## src/rtl/vram_pkg.sv

```systemverilog
// Shared types for the framebuffer RAM arbiter: slot-owner state and word/mask widths.
package vram_pkg;
  localparam int WORD_W = 32;
  localparam int MASK_W = 4;

  typedef enum logic [1:0] {
    IDLE,
    VGA_RD,
    CPU_WR,
    CPU_RD
  } state_e;
endpackage

```

## src/rtl/vram_line_fifo.sv

```systemverilog
// Scanout line FIFO: single-clock FIFO with flush; the head word is presented combinationally.
module vram_line_fifo
  import vram_pkg::*;
#(
  parameter  int DEPTH = 8,
  localparam int PTR_W = $clog2(DEPTH),
  localparam int CNT_W = PTR_W + 1
) (
  input  logic              clk,
  input  logic              reset,
  input  logic              flush,
  input  logic              push,
  input  logic [WORD_W-1:0] push_data,
  input  logic              pop,
  output logic [WORD_W-1:0] head,
  output logic              empty,
  output logic [CNT_W-1:0]  count
);
  logic [WORD_W-1:0] mem_q [DEPTH];
  logic [PTR_W-1:0]  wr_ptr_q, wr_ptr_d;
  logic [PTR_W-1:0]  rd_ptr_q, rd_ptr_d;
  logic [CNT_W-1:0]  count_q, count_d;
  logic              do_push, do_pop;

  always_comb begin
    do_pop   = pop && (count_q != '0);
    do_push  = push && !flush && ((count_q != CNT_W'(DEPTH)) || do_pop);
    wr_ptr_d = wr_ptr_q;
    rd_ptr_d = rd_ptr_q;
    count_d  = count_q;
    if (flush) begin
      wr_ptr_d = '0;
      rd_ptr_d = '0;
      count_d  = '0;
    end else begin
      if (do_push) wr_ptr_d = wr_ptr_q + 1'b1;
      if (do_pop)  rd_ptr_d = rd_ptr_q + 1'b1;
      count_d = count_q + CNT_W'(do_push) - CNT_W'(do_pop && !flush);
    end
  end

  always_ff @(posedge clk or posedge reset) begin
    if (reset) begin
      wr_ptr_q <= '0;
      rd_ptr_q <= '0;
      count_q  <= '0;
    end else begin
      wr_ptr_q <= wr_ptr_d;
      rd_ptr_q <= rd_ptr_d;
      count_q  <= count_d;
    end
  end

  // Storage is data-only; occupancy tracking alone decides which words are valid.
  always_ff @(posedge clk) begin
    if (do_push) mem_q[wr_ptr_q] <= push_data;
  end

  assign empty = (count_q == '0);
  assign count = count_q;
  assign head  = empty ? '0 : mem_q[rd_ptr_q];
endmodule

```

## src/rtl/vram_arbiter.sv

```systemverilog
// Single-port framebuffer RAM arbiter: VGA line prefetch into a FIFO plus stalled CPU accesses.
// Optional macro VRAM_STARVE_EN bounds CPU waiting to STARVE_MAX cycles even against urgent VGA.
module vram_arbiter
  import vram_pkg::*;
#(
  parameter int ADDR_W     = 14,
  parameter int FIFO_DEPTH = 8,
  parameter int STARVE_MAX = 8
) (
  input  logic              clk,
  input  logic              reset,
  input  logic              cpu_req,
  input  logic              cpu_we,
  input  logic [ADDR_W-1:0] cpu_addr,
  input  logic [WORD_W-1:0] cpu_wdata,
  input  logic [MASK_W-1:0] cpu_wmask,
  output logic [WORD_W-1:0] cpu_rdata,
  output logic              cpu_ready,
  input  logic              vga_line_start,
  input  logic [ADDR_W-1:0] vga_line_base,
  input  logic [7:0]        vga_line_words,
  input  logic              vga_pop,
  output logic [WORD_W-1:0] vga_data,
  output logic              vga_empty,
  output logic              vga_underrun,
  output logic              ram_en,
  output logic [MASK_W-1:0] ram_we,
  output logic [ADDR_W-1:0] ram_addr,
  output logic [WORD_W-1:0] ram_wdata,
  input  logic [WORD_W-1:0] ram_rdata
);
  localparam int CNT_W  = $clog2(FIFO_DEPTH) + 1;
  localparam int OCC_W  = CNT_W + 1;
  localparam int WAIT_W = $clog2(STARVE_MAX + 1);
`ifdef VRAM_STARVE_EN
  localparam bit STARVE_ON = 1'b1;
`else
  localparam bit STARVE_ON = 1'b0;
`endif

  state_e            state_q, state_d;
  logic [ADDR_W-1:0] ptr_q, ptr_d;
  logic [7:0]        rem_q, rem_d;
  logic              vga_pend_q, vga_pend_d;
  logic              rd_done_q, rd_done_d;
  logic [WORD_W-1:0] rdata_q, rdata_d;
  logic              underrun_q, underrun_d;
  logic [MASK_W-1:0] ram_we_q, ram_we_d;
  logic [ADDR_W-1:0] ram_addr_q, ram_addr_d;
  logic [WORD_W-1:0] ram_wdata_q, ram_wdata_d;
  logic [WAIT_W-1:0] wait_q, wait_d;

  logic [CNT_W-1:0]  fifo_count;
  logic              fifo_empty;
  logic [OCC_W-1:0]  occ;
  logic              vga_need, vga_urgent, cpu_free, starve;
  logic              cpu_grant, vga_grant;

  vram_line_fifo #(.DEPTH(FIFO_DEPTH)) u_fifo (
    .clk       (clk),
    .reset     (reset),
    .flush     (vga_line_start),
    .push      (vga_pend_q),
    .push_data (ram_rdata),
    .pop       (vga_pop),
    .head      (vga_data),
    .empty     (fifo_empty),
    .count     (fifo_count)
  );

  // Words already committed to the FIFO: stored, issued this cycle, or returning this cycle.
  always_comb begin
    occ        = OCC_W'(fifo_count) + OCC_W'(state_q == VGA_RD) + OCC_W'(vga_pend_q);
    vga_need   = (rem_q != '0) && (occ < OCC_W'(FIFO_DEPTH)) && !vga_line_start;
    vga_urgent = vga_need && (occ < OCC_W'(FIFO_DEPTH / 2));
    cpu_free   = cpu_req && (state_q != CPU_WR) && (state_q != CPU_RD) && !rd_done_q;
    starve     = STARVE_ON && (wait_q >= WAIT_W'(STARVE_MAX));
  end

  always_comb begin
    state_d     = IDLE;
    cpu_grant   = 1'b0;
    vga_grant   = 1'b0;
    ram_we_d    = '0;
    ram_addr_d  = '0;
    ram_wdata_d = '0;
    ptr_d       = ptr_q;
    rem_d       = rem_q;
    wait_d      = wait_q;

    if (cpu_free && starve)  cpu_grant = 1'b1;
    else if (vga_urgent)     vga_grant = 1'b1;
    else if (cpu_free)       cpu_grant = 1'b1;
    else if (vga_need)       vga_grant = 1'b1;

    if (cpu_grant) begin
      state_d     = cpu_we ? CPU_WR : CPU_RD;
      ram_we_d    = cpu_we ? cpu_wmask : '0;
      ram_addr_d  = cpu_addr;
      ram_wdata_d = cpu_we ? cpu_wdata : '0;
    end else if (vga_grant) begin
      state_d    = VGA_RD;
      ram_addr_d = ptr_q;
      ptr_d      = ptr_q + 1'b1;
      rem_d      = rem_q - 8'd1;
    end

    if (vga_line_start) begin
      ptr_d = vga_line_base;
      rem_d = vga_line_words;
    end

    if (cpu_grant)                                        wait_d = '0;
    else if (cpu_free && (wait_q < WAIT_W'(STARVE_MAX)))  wait_d = wait_q + 1'b1;

    // A line start drops both the read being issued and the word returning now.
    vga_pend_d = (state_q == VGA_RD) && !vga_line_start;
    rd_done_d  = (state_q == CPU_RD);
    rdata_d    = rd_done_q ? ram_rdata : rdata_q;
    underrun_d = underrun_q || (vga_pop && fifo_empty);
  end

  always_ff @(posedge clk or posedge reset) begin
    if (reset) begin
      state_q     <= IDLE;
      ptr_q       <= '0;
      rem_q       <= '0;
      vga_pend_q  <= 1'b0;
      rd_done_q   <= 1'b0;
      rdata_q     <= '0;
      underrun_q  <= 1'b0;
      ram_we_q    <= '0;
      ram_addr_q  <= '0;
      ram_wdata_q <= '0;
      wait_q      <= '0;
    end else begin
      state_q     <= state_d;
      ptr_q       <= ptr_d;
      rem_q       <= rem_d;
      vga_pend_q  <= vga_pend_d;
      rd_done_q   <= rd_done_d;
      rdata_q     <= rdata_d;
      underrun_q  <= underrun_d;
      ram_we_q    <= ram_we_d;
      ram_addr_q  <= ram_addr_d;
      ram_wdata_q <= ram_wdata_d;
      wait_q      <= wait_d;
    end
  end

  assign ram_en       = (state_q != IDLE);
  assign ram_we       = ram_we_q;
  assign ram_addr     = ram_addr_q;
  assign ram_wdata    = ram_wdata_q;
  assign cpu_ready    = (state_q == CPU_WR) || rd_done_q;
  assign cpu_rdata    = rd_done_q ? ram_rdata : rdata_q;
  assign vga_empty    = fifo_empty;
  assign vga_underrun = underrun_q;
endmodule

```

## config.mk

```make
export PLATFORM = sky130hd
export DESIGN_NAME = vram_arbiter
export DESIGN_NICKNAME = d
export VERILOG_FILES = /design/src/rtl/vram_pkg.sv /design/src/rtl/vram_line_fifo.sv /design/src/rtl/vram_arbiter.sv
export SDC_FILE = /design/constraint.sdc
export NUM_CORES = 1
export LEC_CHECK = 0
export BUFFER_PORTS_ARGS = -buffer_cell sky130_fd_sc_hd__buf_4
export CORE_AREA = 2 2 209 211
export DETAILED_ROUTE_END_ITERATION = 8
export DIE_AREA = 0 0 211 213
export GPL_ROUTABILITY_DRIVEN = 0
export PLACE_DENSITY_LB_ADDON = 0.3
export SLEW_MARGIN = 40
export SYNTH_ARGS = -nofsm -noshare
export SYNTH_HDL_FRONTEND = slang
export SYNTH_SLANG_ARGS = --single-unit
```

## constraint.sdc

```tcl
create_clock -name clk -period 5.4 [get_ports clk]
set_clock_uncertainty 0.05 [all_clocks]
set_input_delay 1.08 -clock clk [delete_from_list [all_inputs] [get_ports clk]]
set_output_delay 1.08 -clock clk [all_outputs]
set_load 0.02 [all_outputs]
```

Word-level counts from Yosys, hierarchy flattened
Memories as Yosys holds them, arrays and structs flattened.
Index checks and enable logic that the tools add are counted.
{ "totals": {"ff_bits": 119, "output_inout_bits": 118, "word_cells": 85, "mem_count": 1, "in_bits": 110, "mem_bits_rw": 256} }
{ "op_classes": {"eq_ne": 7, "order_cmp": 2, "addsub": 8, "reduce_logical": 25, "n_mux": 29} }
{ "memory_table": {"columns": ["memory", "depth", "width", "read_ports", "rd_ports_with_merged_regs", "write_ports", "line", "rtl"], "rows": [
  ["u_fifo.mem_q", 8, 32, 1, 0, 1, "vram_line_fifo.sv:19", "logic [WORD_W-1:0] mem_q [DEPTH];"]
]} }
{ "ops": {"columns": ["cell", "n"], "rows": [
  ["$mux 32", 4],
  ["$mux 14", 5],
  ["$mux 8", 3],
  ["$add 14x1->14 const B", 1],
  ["$logic_and 1x1->1", 12],
  ["$mux 3", 4],
  ["$mux 4", 3],
  ["$mux 1", 9],
  ["$reduce_bool 2->1", 4],
  ["$reduce_bool 8->1", 1],
  ["$sub 8x1->8 const B", 1],
  ["$add 3x1->3 const B", 2],
  ["$ne 2x2->1 const B", 3],
  ["$add 4x1->5", 1],
  ["$add 5x1->5", 1],
  ["$lt 5x3->1 const B", 1],
  ["$lt 5x4->1 const B", 1],
  ["$add 4x1->4", 1],
  ["$eq 2x2->1 const B", 2],
  ["$logic_not 4->1", 1],
  ["$ne 4x4->1 const B", 1],
  ["$reduce_bool 4->1", 1],
  ["$sub 4x1->4", 1],
  ["$logic_or 1x1->1", 3],
  ["other kinds (4)", 5]
]} }

Longest topological paths before layout
Gate-level depths: netlist of the first run.
{ "depth": {"ltp_word": 12, "depth_mapped": 12} }

Cells and area by module
From an unflattened synthesis of the first run, not the netlist that was laid out.
{ "unflattened": {"hier_cells": 802, "hier_area_um2": 14686.6} }
{ "by_module_without_submodules": {"columns": ["module", "n_inst", "cells_per_inst", "area_per_inst_um2"], "rows": [
  ["vram_line_fifo", 1, 455, 10303.6],
  ["vram_arbiter", 1, 347, 4383.0]
]} }

Worst setup path before layout of the first run
Ideal clock, no wire load.
{ "synth_path": {"path_type": "input-to-reg", "start": "in vga_line_start", "end": "mem u_fifo.mem_q[0][0] (enable)", "arrival_time_ps": 4236, "setup_ps": 461, "cell_stages": 4, "path_buffers": 1, "setup_slack_ps": 653, "cell_sequence": "clkbuf_1 -> a311oi_1 -> nand2b_1 -> nor3_1"} }
{ "synth_via": {"elab_chain_len": 5} }
{ "synth_rtl": {"columns": ["element", "line", "rtl"], "rows": [
  ["from (decl)", "vram_arbiter.sv:19", "input logic vga_line_start,"],
  ["$logic_not 1->1", "vram_line_fifo.sv:27", "do_push = push && !flush && ((count_q != CNT_W'(DEPTH)) || do_pop);"],
  ["$logic_and 1x1->1 (2 in a row)", "vram_line_fifo.sv:27", null],
  ["$mux 1", "vram_line_fifo.sv:56", "if (do_push) mem_q[wr_ptr_q] <= push_data;"],
  ["$mux 1 (implied by the code)", "vram_line_fifo.sv:56", null],
  ["to (decl)", "vram_line_fifo.sv:19", null]
]} }
No other way between the ends.

Worst setup path after layout of the first run
{ "layout_path": {"start": "reg u_fifo.rd_ptr_q[0]", "end": "out vga_data[17]"} }
{ "layout_via": {"elab_chain_len": 2} }
{ "layout_rtl": {"columns": ["element", "line", "rtl"], "rows": [
  ["from (decl)", "vram_line_fifo.sv:21", "logic [PTR_W-1:0] rd_ptr_q, rd_ptr_d;"],
  ["from (signal assigned)", "vram_line_fifo.sv:49", "rd_ptr_q <= rd_ptr_d;"],
  ["$mem_v2 8x32", null, null],
  ["$mux 32", "vram_line_fifo.sv:61", "assign head = empty ? '0 : mem_q[rd_ptr_q];"],
  ["to (decl)", "vram_arbiter.sv:23", "output logic [WORD_W-1:0] vga_data,"]
]} }
No other way between the ends.

==> metrics.cfg, run 1 <==
[place]
portBuffers=227
dpl.hpwl_um=21780
dp_slack_ns=1.489

[clock_tree]
ctsHoldBuffers=0
htree_num_levels=2
cts.path.max_buffers=3
cts_tree=built
path_clk_slew_ns=0.06
numCtsBuffers=41
ctsResizeCount=0
ctsRootBufferMaster=clkbuf_16
cts_setup_buffers=0
clk_latency_ns=0.57
cts_sinks=375

[status]
status=finished, final reports clean

[power]
ir_drop_mv=0.2400
power_uw=8767
p_leak_uw=0.006994
p_per_area_nw_per_um2=467.8

[worst_setup_path]
crit_fanout=24
cp-start-kind=register
crit_required_ns=4.27
r2r_end=u_fifo.mem_q[2][0]$_DFFE_PP_
r2r_setup_slack_ns=1.94
worstRegToRegCells=7
cp.arrival_ns=2.83
setup.worst_path.class=reg2out
r2r-start=u_fifo.count[2]$_DFF_PP0_
end_kind=primary output

[sta]
fin_crit_sh_pct=73.26
fin_tns_setup_ns=0
rsz0062_at_grt=false
setup_slack_ns=1.444
min_period_ns=3.956
max_freq_mhz=252.8
drv_slew=0
slew_headroom_pct=46.82
hold_viol=0
tightest_slew_ns=0.7958
setup_viol=0

[yosys]
synth_compound_area_share_pct=4.065
synthSimpleGateAreaFrac_pct=6.317
synth_cell_types=56
syn_avg_cell_area_um2=17.35
yosysTopAreaCell=edfxtp_1
yosys_register_bits=375
netlist_top_cells_count=256 x edfxtp_1, 119 x dfrtp_1, 64 x mux4_2
synth_area_um2=14830
seq_area_frac_synth_pct=71.90
synthAdderAreaFrac_pct=1.231
synth_top_family_by_area=multiplexers
syn_nets=979
async_flop_share_pct=31.73
synthFlopType=edfxtp_1
synthCells=855
synthMuxAreaShare_pct=14.30
synthXorXnorAreaFrac_pct=0.3543
synth_edf_count=256
synth_area_leaders=edfxtp_1 52%, dfrtp_1 20%, mux4_2 9.7%
synth_top_cell_area_share_pct=51.82
yosysWarnings=0
synth.most_common_cell=edfxtp_1

[global_routing]
antenna_found_initial=0
grt_pass1_wl_um=51430
grt_pass1_vias=8715
grt_remaining_overflow=0
grt.total_usage_pct=15.07
grt_max_degree=92

[floorplanning]
rows=76
io_pins=228
fp.dieW_um=211
core-area_um2=42700
dieHeight_um=213
dieArea_um2=44940
initial_core_util_pct=34.74

[routing]
firstDrtPassIters=5
routed_wl_um=33360
drtAntennaViolNets=0
drcViolationCount=0
first_iter_violations=460
vias_per_cell=4.966
vias=8353
wl_per_cell_um=19.83

[cells_and_area]
synthToLayoutAreaGrowth_pct=26.34
drive_gt1_share_pct=37.59
nNetsFinal=1227
diodes=0

[hold_path]
holdCritPathClass=reg2reg
hold_depth=1
hold_end=vga_underrun$_DFF_PP0_
min_from=vga_underrun$_DFF_PP0_

[job]
drv_cap=0

routing by layer:
metal  track usage (%)  part of all wire, %  vias up
met5                 0                    0        -
met4             4.007                  1.7        0
met3             4.795                  7.5       45
met2             23.68                   47      276
met1             20.28                   44     4230
li1                  -                    -     3802
power breakdown:
| part | switching (uW) | internal (uW) | total, uW |
|---|---|---|---|
| Combinational | 1350 | 1160 | 2510 |
| Clock | 1150 | 1540 | 2680 |
| Sequential | 216 | 3360 | 3570 |
critical path: stages, from the launching register on:
cell	delay [ns]
dfrtp_4	0.71
buf_12	0.29
buf_12	0.25
mux4_2	0.52
mux2i_1	0.20
nor2_1	0.06
buf_4	0.19
registers in the layout (all words and copies together) (netlist names):
name / flops
vga_pend_q: 1
ram_wdata: 32
ram_we: 4
ptr_q: 14
u_fifo.mem_q: 256
rdata_q: 32
ram_addr: 14
rd_done_q: 1
vga_underrun: 1
u_fifo.wr_ptr_q: 3
rem_q: 8
u_fifo.count: 4
u_fifo.rd_ptr_q: 3
state_q: 2
logic make-up (layout without fill, tap and decap cells):
family / after synthesis / after routing
DFF: 375 / 375
and+or+nand+nor: 185 / 185
muxes: 128 / 128
AOI/OAI and AO/OA: 79 / 79
buffers and inverters: 68 / 349
adders and majority gates: 14 / 14
xor gates and xnor gates: 6 / 6
layout by cell type (no fill, tap or decap), types with 4 or more instances in the layout:
cell type,netlist,final
buf_4,0,237
clkbuf_16,0,41
nand2_1,32,32
dfrtp_1,119,115
nand3_1,8,8
o211ai_1,11,11
clkbuf_8,0,5
and2_1,41,41
o311ai_0,6,6
inv_1,24,23
buf_8,0,4
mux2_2,32,32
a211o_1,4,4
o21ai_0,8,8
o31ai_1,8,8
clkinv_1,1,4
edfxtp_1,256,256
nor2_1,61,54
nor3_1,7,5
clkbuf_1,31,9
clkinv_2,0,10
ha_1,13,13
a22o_1,14,14
a31oi_1,8,8
nor2_4,0,7
buf_16,0,4
or4_1,8,8
mux4_2,64,64
nand2b_1,6,6
mux2i_1,32,32
layout make-up:
| cell class | instances | area, um^2 |
|---|---|---|
| Multi-Input combinational cell | 412 | 3960 |
| Sequential cell | 375 | 10680 |
| Timing Repair Buffer | 248 | 2009 |
| Clock inverter | 21 | 183.9 |
| Fill cell | 3740 | 23950 |
| Tap cell | 546 | 683.2 |
| Inverter | 25 | 101.3 |
| Clock buffer | 55 | 1129 |
how the worst max path moves through the flow:
stage,start,to,slack (ns),cells after the start
floorplan,vga_line_start,u_fifo.mem_q[0][0]$_DFFE_PP_,0.65,4
CTS,u_fifo.rd_ptr_q[0]$_DFFE_PP0P_,vga_data[17],1.33,6
global route,u_fifo.rd_ptr_q[0]$_DFFE_PP0P_,vga_data[0],1.21,6
global placement,vga_line_start,u_fifo.mem_q[3][3]$_DFFE_PP_,1.57,5
detailed placement,vga_line_start,u_fifo.mem_q[3][5]$_DFFE_PP_,1.49,5
finish,u_fifo.rd_ptr_q[0]$_DFFE_PP0P_,vga_data[17],1.44,6
per-stage QoR:
step	instance area (um^2)	hold WS, ns	utilization (%)	cells
after floorplan	14830	0.4297	-	855
after global placement	17210	0.3967	40.31	1596
after detailed placement	17400	0.4040	40.76	1605
after CTS	18710	0.4185	43.83	1681
after global routing	18740	0.4392	43.90	1682
final	18740	0.4155	43.90	1682
(Power assumes the default switching activity.)
==> inputs of run 2 (changes only) <==
clock period = 3.8 ns   (was 5.4 ns; I/O delays follow)
==> run 2 against run 1 <==
Non-clock buffer count grew 4. Total power grew 47%. Clock power grew 55%. First-iteration DRC count shrank 2.8%. Die area is the same. Clock-buffer cell count grew 6. Global-route usage grew 0.44 points. Critical path depth shrank 1. Register-to-register slack lost 1.0 ns. Via count grew 0.93%. Final area grew 0.80%.
==> metrics.cfg, run 2 (synthesis gave the netlist of run 1 again) <==
[status]
status=finished, final reports clean

[power]
switchingPower_uw=3903
p_int_uw=8963
p_sw_share_pct=30.33
seqPwrFrac_pct=39.5
ir_drop_mv=0.3536
p_leak_uw=0.007049
p_clk_share_pct=32.4
p_per_area_nw_per_um2=681.0
power_frac_comb_pct=28.1
power_uw=12870

[cells_and_area]
top_register=u_fifo.mem_q
utilization_pct=44.25
multi_input_area_um2=3965
final_cell_mix=256 x edfxtp_1, 242 x buf_4, 115 x dfrtp_1
synthToLayoutAreaGrowth_pct=27.35
layout_commonest_cell=edfxtp_1
area.sequential_um2=10680
drive_gt1_share_pct=38.20
largest_reg_flops=256
fill_cells=3745
diodes=0
stdcell_count=1690
nNetsFinal=1233

[sta]
min_period_ns=3.452
slew_headroom_pct=54.19
fin_crit_sh_pct=90.85
fin_tns_setup_ns=0
drv_slew=0
rsz0062_at_grt=false
max_freq_mhz=289.6
hold_viol=0
setup_slack_ns=0.3475
setup_viol=0
tightest_slew_ns=0.6872

[worst_setup_path]
crit_required_ns=2.99
crit_fanout=29
setup.worst_path.class=reg2out
end_kind=primary output
slowest_delay_ns=0.83
cp.arrival_ns=2.64
cp-start-kind=register
cp_slowest_cell=dfrtp_4
r2r_setup_slack_ns=0.91
cp_cell_sequence=buf_12 -> mux4_2 -> mux2i_1 -> nor2_1 -> buf_4

[place]
dpl.hpwl_um=21830
dp_slack_ns=0.8288
placed_cells=1610
portBuffers=227

[routing]
wl_per_cell_um=20.35
routed_wl_um=34400
vias=8431
drcViolationCount=0
drtAntennaViolNets=0
first_iter_violations=447
vias_per_cell=4.989
firstDrtPassIters=5

[floorplanning]
dieArea_um2=44940
fp.dieW_um=211
io_pins=228
initial_core_util_pct=34.74
core-area_um2=42700
rows=76
dieHeight_um=213

[global_routing]
grt_pass1_wl_um=52810
grt_max_degree=39
grt_remaining_overflow=0
grt_pass1_vias=9015
grt.total_usage_pct=15.52
antenna_found_initial=0

[clock_tree]
path_clk_slew_ns=0.06
ctsResizeCount=0
cts_sinks=375
cts.path.max_buffers=3
ctsHoldBuffers=0
numCtsBuffers=43
ctsRootBufferMaster=clkbuf_16
htree_num_levels=2
cts_tree=built
clk_latency_ns=0.55
cts_setup_buffers=0

[hold_path]
holdCritPathClass=in2async

[job]
drv_cap=0

==> run 2: changes by cell type in the layout (fill, tap and decap cells not counted), moves of 3 or more <==
cell / delta
clkbuf_16: +3
buf_16: -4
clkinv_2: -5
inv_6: +4
buf_8: -4
clkinv_1: -3
buf_4: +5
clkbuf_8: +3
buf_12: +7
==> run 2: area by class of cell <==
type,instances,share of cell area (%)
timing repair buffer,252,10.68
tap,546,3.616
sequential,375,56.51
inverter,25,0.5166
multi-input combinational,412,20.99
clock buffer,61,6.590
clock inverter,19,1.106
==> run 2: worst max-delay path, delay by kind of cell (launching register included) <==
kind	cells	cell delay (ns)
buffers and inverters	2	0.45
flip-flops	1	0.83
multiplexers	2	0.73
AND/OR/NAND/NOR	1	0.06
==> run 2: metal layers <==
layer,track usage [%],up-vias,wire (um)
li1,-,3824,-
met1,20.47,4294,14900
met2,24.93,262,16330
met3,4.412,51,2456
met4,4.832,0,716
met5,0,-,0
==> run 2: final timing paths <==
kind / start / to / cells past startpoint
max reg2reg: u_fifo.count[0]$_DFF_PP0_ / ptr_q[5]$_DFFE_PP0P_ / 7
max: u_fifo.rd_ptr_q[0]$_DFFE_PP0P_ / vga_data[30] / 5
min reg2reg: vga_underrun$_DFF_PP0_ / vga_underrun$_DFF_PP0_ / 1
min in group clk: cpu_wdata[10] / ram_wdata[10]$_DFF_PP0_ / 2
min: reset / ram_wdata[27]$_DFF_PP0_ / 2
max in group asynchronous: reset / rdata_q[31]$_DFF_PP0_ / 3
==> run 2: metrics by stage <==
stage               hold slack, ns  instance area (um^2)
floorplan                   0.4297                 14850
global placement            0.4013                 17440
detailed placement          0.4058                 17440
CTS                         0.2105                 18890
global route                0.2723                 18890
finish                      0.2305                 18890
==> run 2: power groups by stage <==
stage / Sequential, uW / Combinational (uW) / Clock, uW
6_report: 5080 / 3620 / 4160
5_1_grt: 5150 / 3920 / 4440
4_1_cts: 5090 / 3680 / 4290
3_5_place_dp: 5170 / 3680 / 0
3_3_place_gp: 5160 / 3640 / 0
2_1_floorplan: 5090 / 2250 / 0
==> inputs of run 3 (changes only) <==
CORE_AREA = 2 2 165 167   (was 2 2 209 211)
DIE_AREA = 0 0 167 169   (was 0 0 211 213)
==> run 3 against run 2 <==
Via count grew 0.51%. Critical path type unchanged. Largest power group unchanged. Combinational power barely moved. Cell count down 12%. Highest routed layer unchanged. Setup slack gained 0.025 ns. Fmax increased by 0.74%. Global-route usage grew 7.5 points. Final area fell by 2.0%. Utilization grew 26 points. Register-to-register slack improved by 0.09 ns.
==> metrics.cfg, run 3 (synthesis gave the netlist of run 1 again) <==
[worst_setup_path]
cp-start-kind=register
crit_fanout=22
crit_family=multiplexers
r2r-start=u_fifo.count[2]$_DFF_PP0_
cp_slowest_cell=dfrtp_4
end_kind=primary output
cp_common_cell=buf_4
worstRegToRegCells=8
cp.arrival_ns=2.62
path_buf_inv=2
crit_required_ns=2.99
slowest_delay_ns=0.56
setup.worst_path.class=reg2out
cp.depth=5
crit_path_start=u_fifo.rd_ptr_q[0]$_DFFE_PP0P_
cp_cell_sequence=buf_4 -> mux4_2 -> mux2i_1 -> nor2_1 -> buf_4

[sta]
fin_crit_sh_pct=90.18
max_freq_mhz=291.8
tightest_slew_ns=0.6887
drv_slew=0
rsz0062_at_grt=false
hold_viol=0
slew_headroom_pct=54.04
timing.hold.ws_ns=0.1449
fin_tns_setup_ns=0
setup_viol=0
min_period_ns=3.427

[cells_and_area]
nNetsFinal=1235
largest_reg_flops=256
synthToLayoutAreaGrowth_pct=24.77
layout_commonest_cell=edfxtp_1
drive_gt1_share_pct=37.65
fill_cells=1700
top_register=u_fifo.mem_q
diodes=0
final_cell_mix=256 x edfxtp_1, 251 x buf_4, 115 x dfrtp_1

[job]
drv_cap=0

[clock_tree]
path_clk_slew_ns=0.06
cts_sinks=375
cts_tree=built
cts.path.max_buffers=3
ctsResizeCount=0
cts_setup_buffers=0
clk_latency_ns=0.53
htree_num_levels=2
ctsHoldBuffers=0
numCtsBuffers=39
ctsRootBufferMaster=clkbuf_16

[global_routing]
grt_pass1_vias=8812
grt_remaining_overflow=0
antenna_found_initial=0
grt_pass1_wl_um=50000
grt_max_degree=45
grt.total_usage_pct=23.00

[power]
switchingPower_uw=3745
power_frac_comb_pct=28.8
ir_drop_mv=0.5014
p_per_area_nw_per_um2=677.4
p_int_uw=8793
p_leak_uw=0.007022
p_sw_share_pct=29.87
p_clk_share_pct=31.0
seqPwrFrac_pct=40.1
power_uw=12540

[floorplanning]
rows=60
fp.dieW_um=167
dieHeight_um=169
dieArea_um2=28220
io_pins=228
initial_core_util_pct=55.98
core-area_um2=26500

[routing]
routed_wl_um=32140
first_iter_violations=558
vias_per_cell=5.714
drcViolationCount=0
firstDrtPassIters=4
vias=8474
wl_per_cell_um=21.67
drtAntennaViolNets=0

[place]
portBuffers=227
dpl.hpwl_um=20500

[hold_path]
holdCritPathClass=in2async

[status]
status=finished, final reports clean

-- run 3: cell types whose count changed in the layout (fill, tap and decap cells not counted), moves of 3 or more --
cell and delta:
bufinv_16 +3, clkbuf_16 -5, buf_4 +9, clkinv_1 +9
buf_12 -4, clkbuf_1 -4, clkinvlp_4 -4, clkbuf_8 -5
-- run 3: final timing paths --
| check | end | slack [ns] |
|---|---|---|
| max | vga_data[14] | 0.37 |
| min | ram_wdata[12]$_DFF_PP0_ | 0.14 |
| max in group asynchronous | ram_addr[4]$_DFF_PP0_ | 2.79 |
| max reg2reg | u_fifo.mem_q[0][20]$_DFFE_PP_ | 1.00 |
| min reg2reg | vga_underrun$_DFF_PP0_ | 0.44 |
| min in group clk | ram_wdata[1]$_DFF_PP0_ | 0.39 |
-- run 3: stage by stage --
stage          instance area (um^2)  util (%)  instances  setup slack [ns]
6_report                      18510     69.84       1483            0.3730
5_1_grt                       18510     69.84       1483            0.2012
3_3_place_gp                  17150     64.70       1409            0.8768
2_1_floorplan                 14850         -        855            0.2252
3_5_place_dp                  17190     64.88       1411            0.8134
4_1_cts                       18510     69.84       1483            0.3106
-- run 3: power by group through the flow --
stage	Clock (uW)	Sequential, uW	Combinational, uW
floorplan	0	5090	2250
global placement	0	5090	3570
detailed placement	0	5110	3640
CTS	3960	5030	3660
global route	4110	5080	3880
finish	3890	5030	3620
-- run 3: cell type report --
| cell class | instances | area, um^2 | area share, % |
|---|---|---|---|
| flip-flops and latches | 375 | 10670 | 57.66 |
| well taps | 341 | 426.7 | 2.305 |
| clock inverters | 25 | 279.0 | 1.507 |
| clock buffers | 47 | 1036 | 5.597 |
| inverters | 25 | 97.59 | 0.5273 |
| multi-input cells | 412 | 3965 | 21.42 |
| repair buffers | 258 | 2032 | 10.98 |
-- run 3: metal layers --
metal / wire (um) / global-route usage [%] / vias to the layer above
li1: - / - / 3805
met1: 12850 / 30.58 / 4278
met2: 15880 / 37.68 / 342
met3: 2696 / 6.780 / 49
met4: 715 / 6.072 / 0
met5: 0 / 0 / -
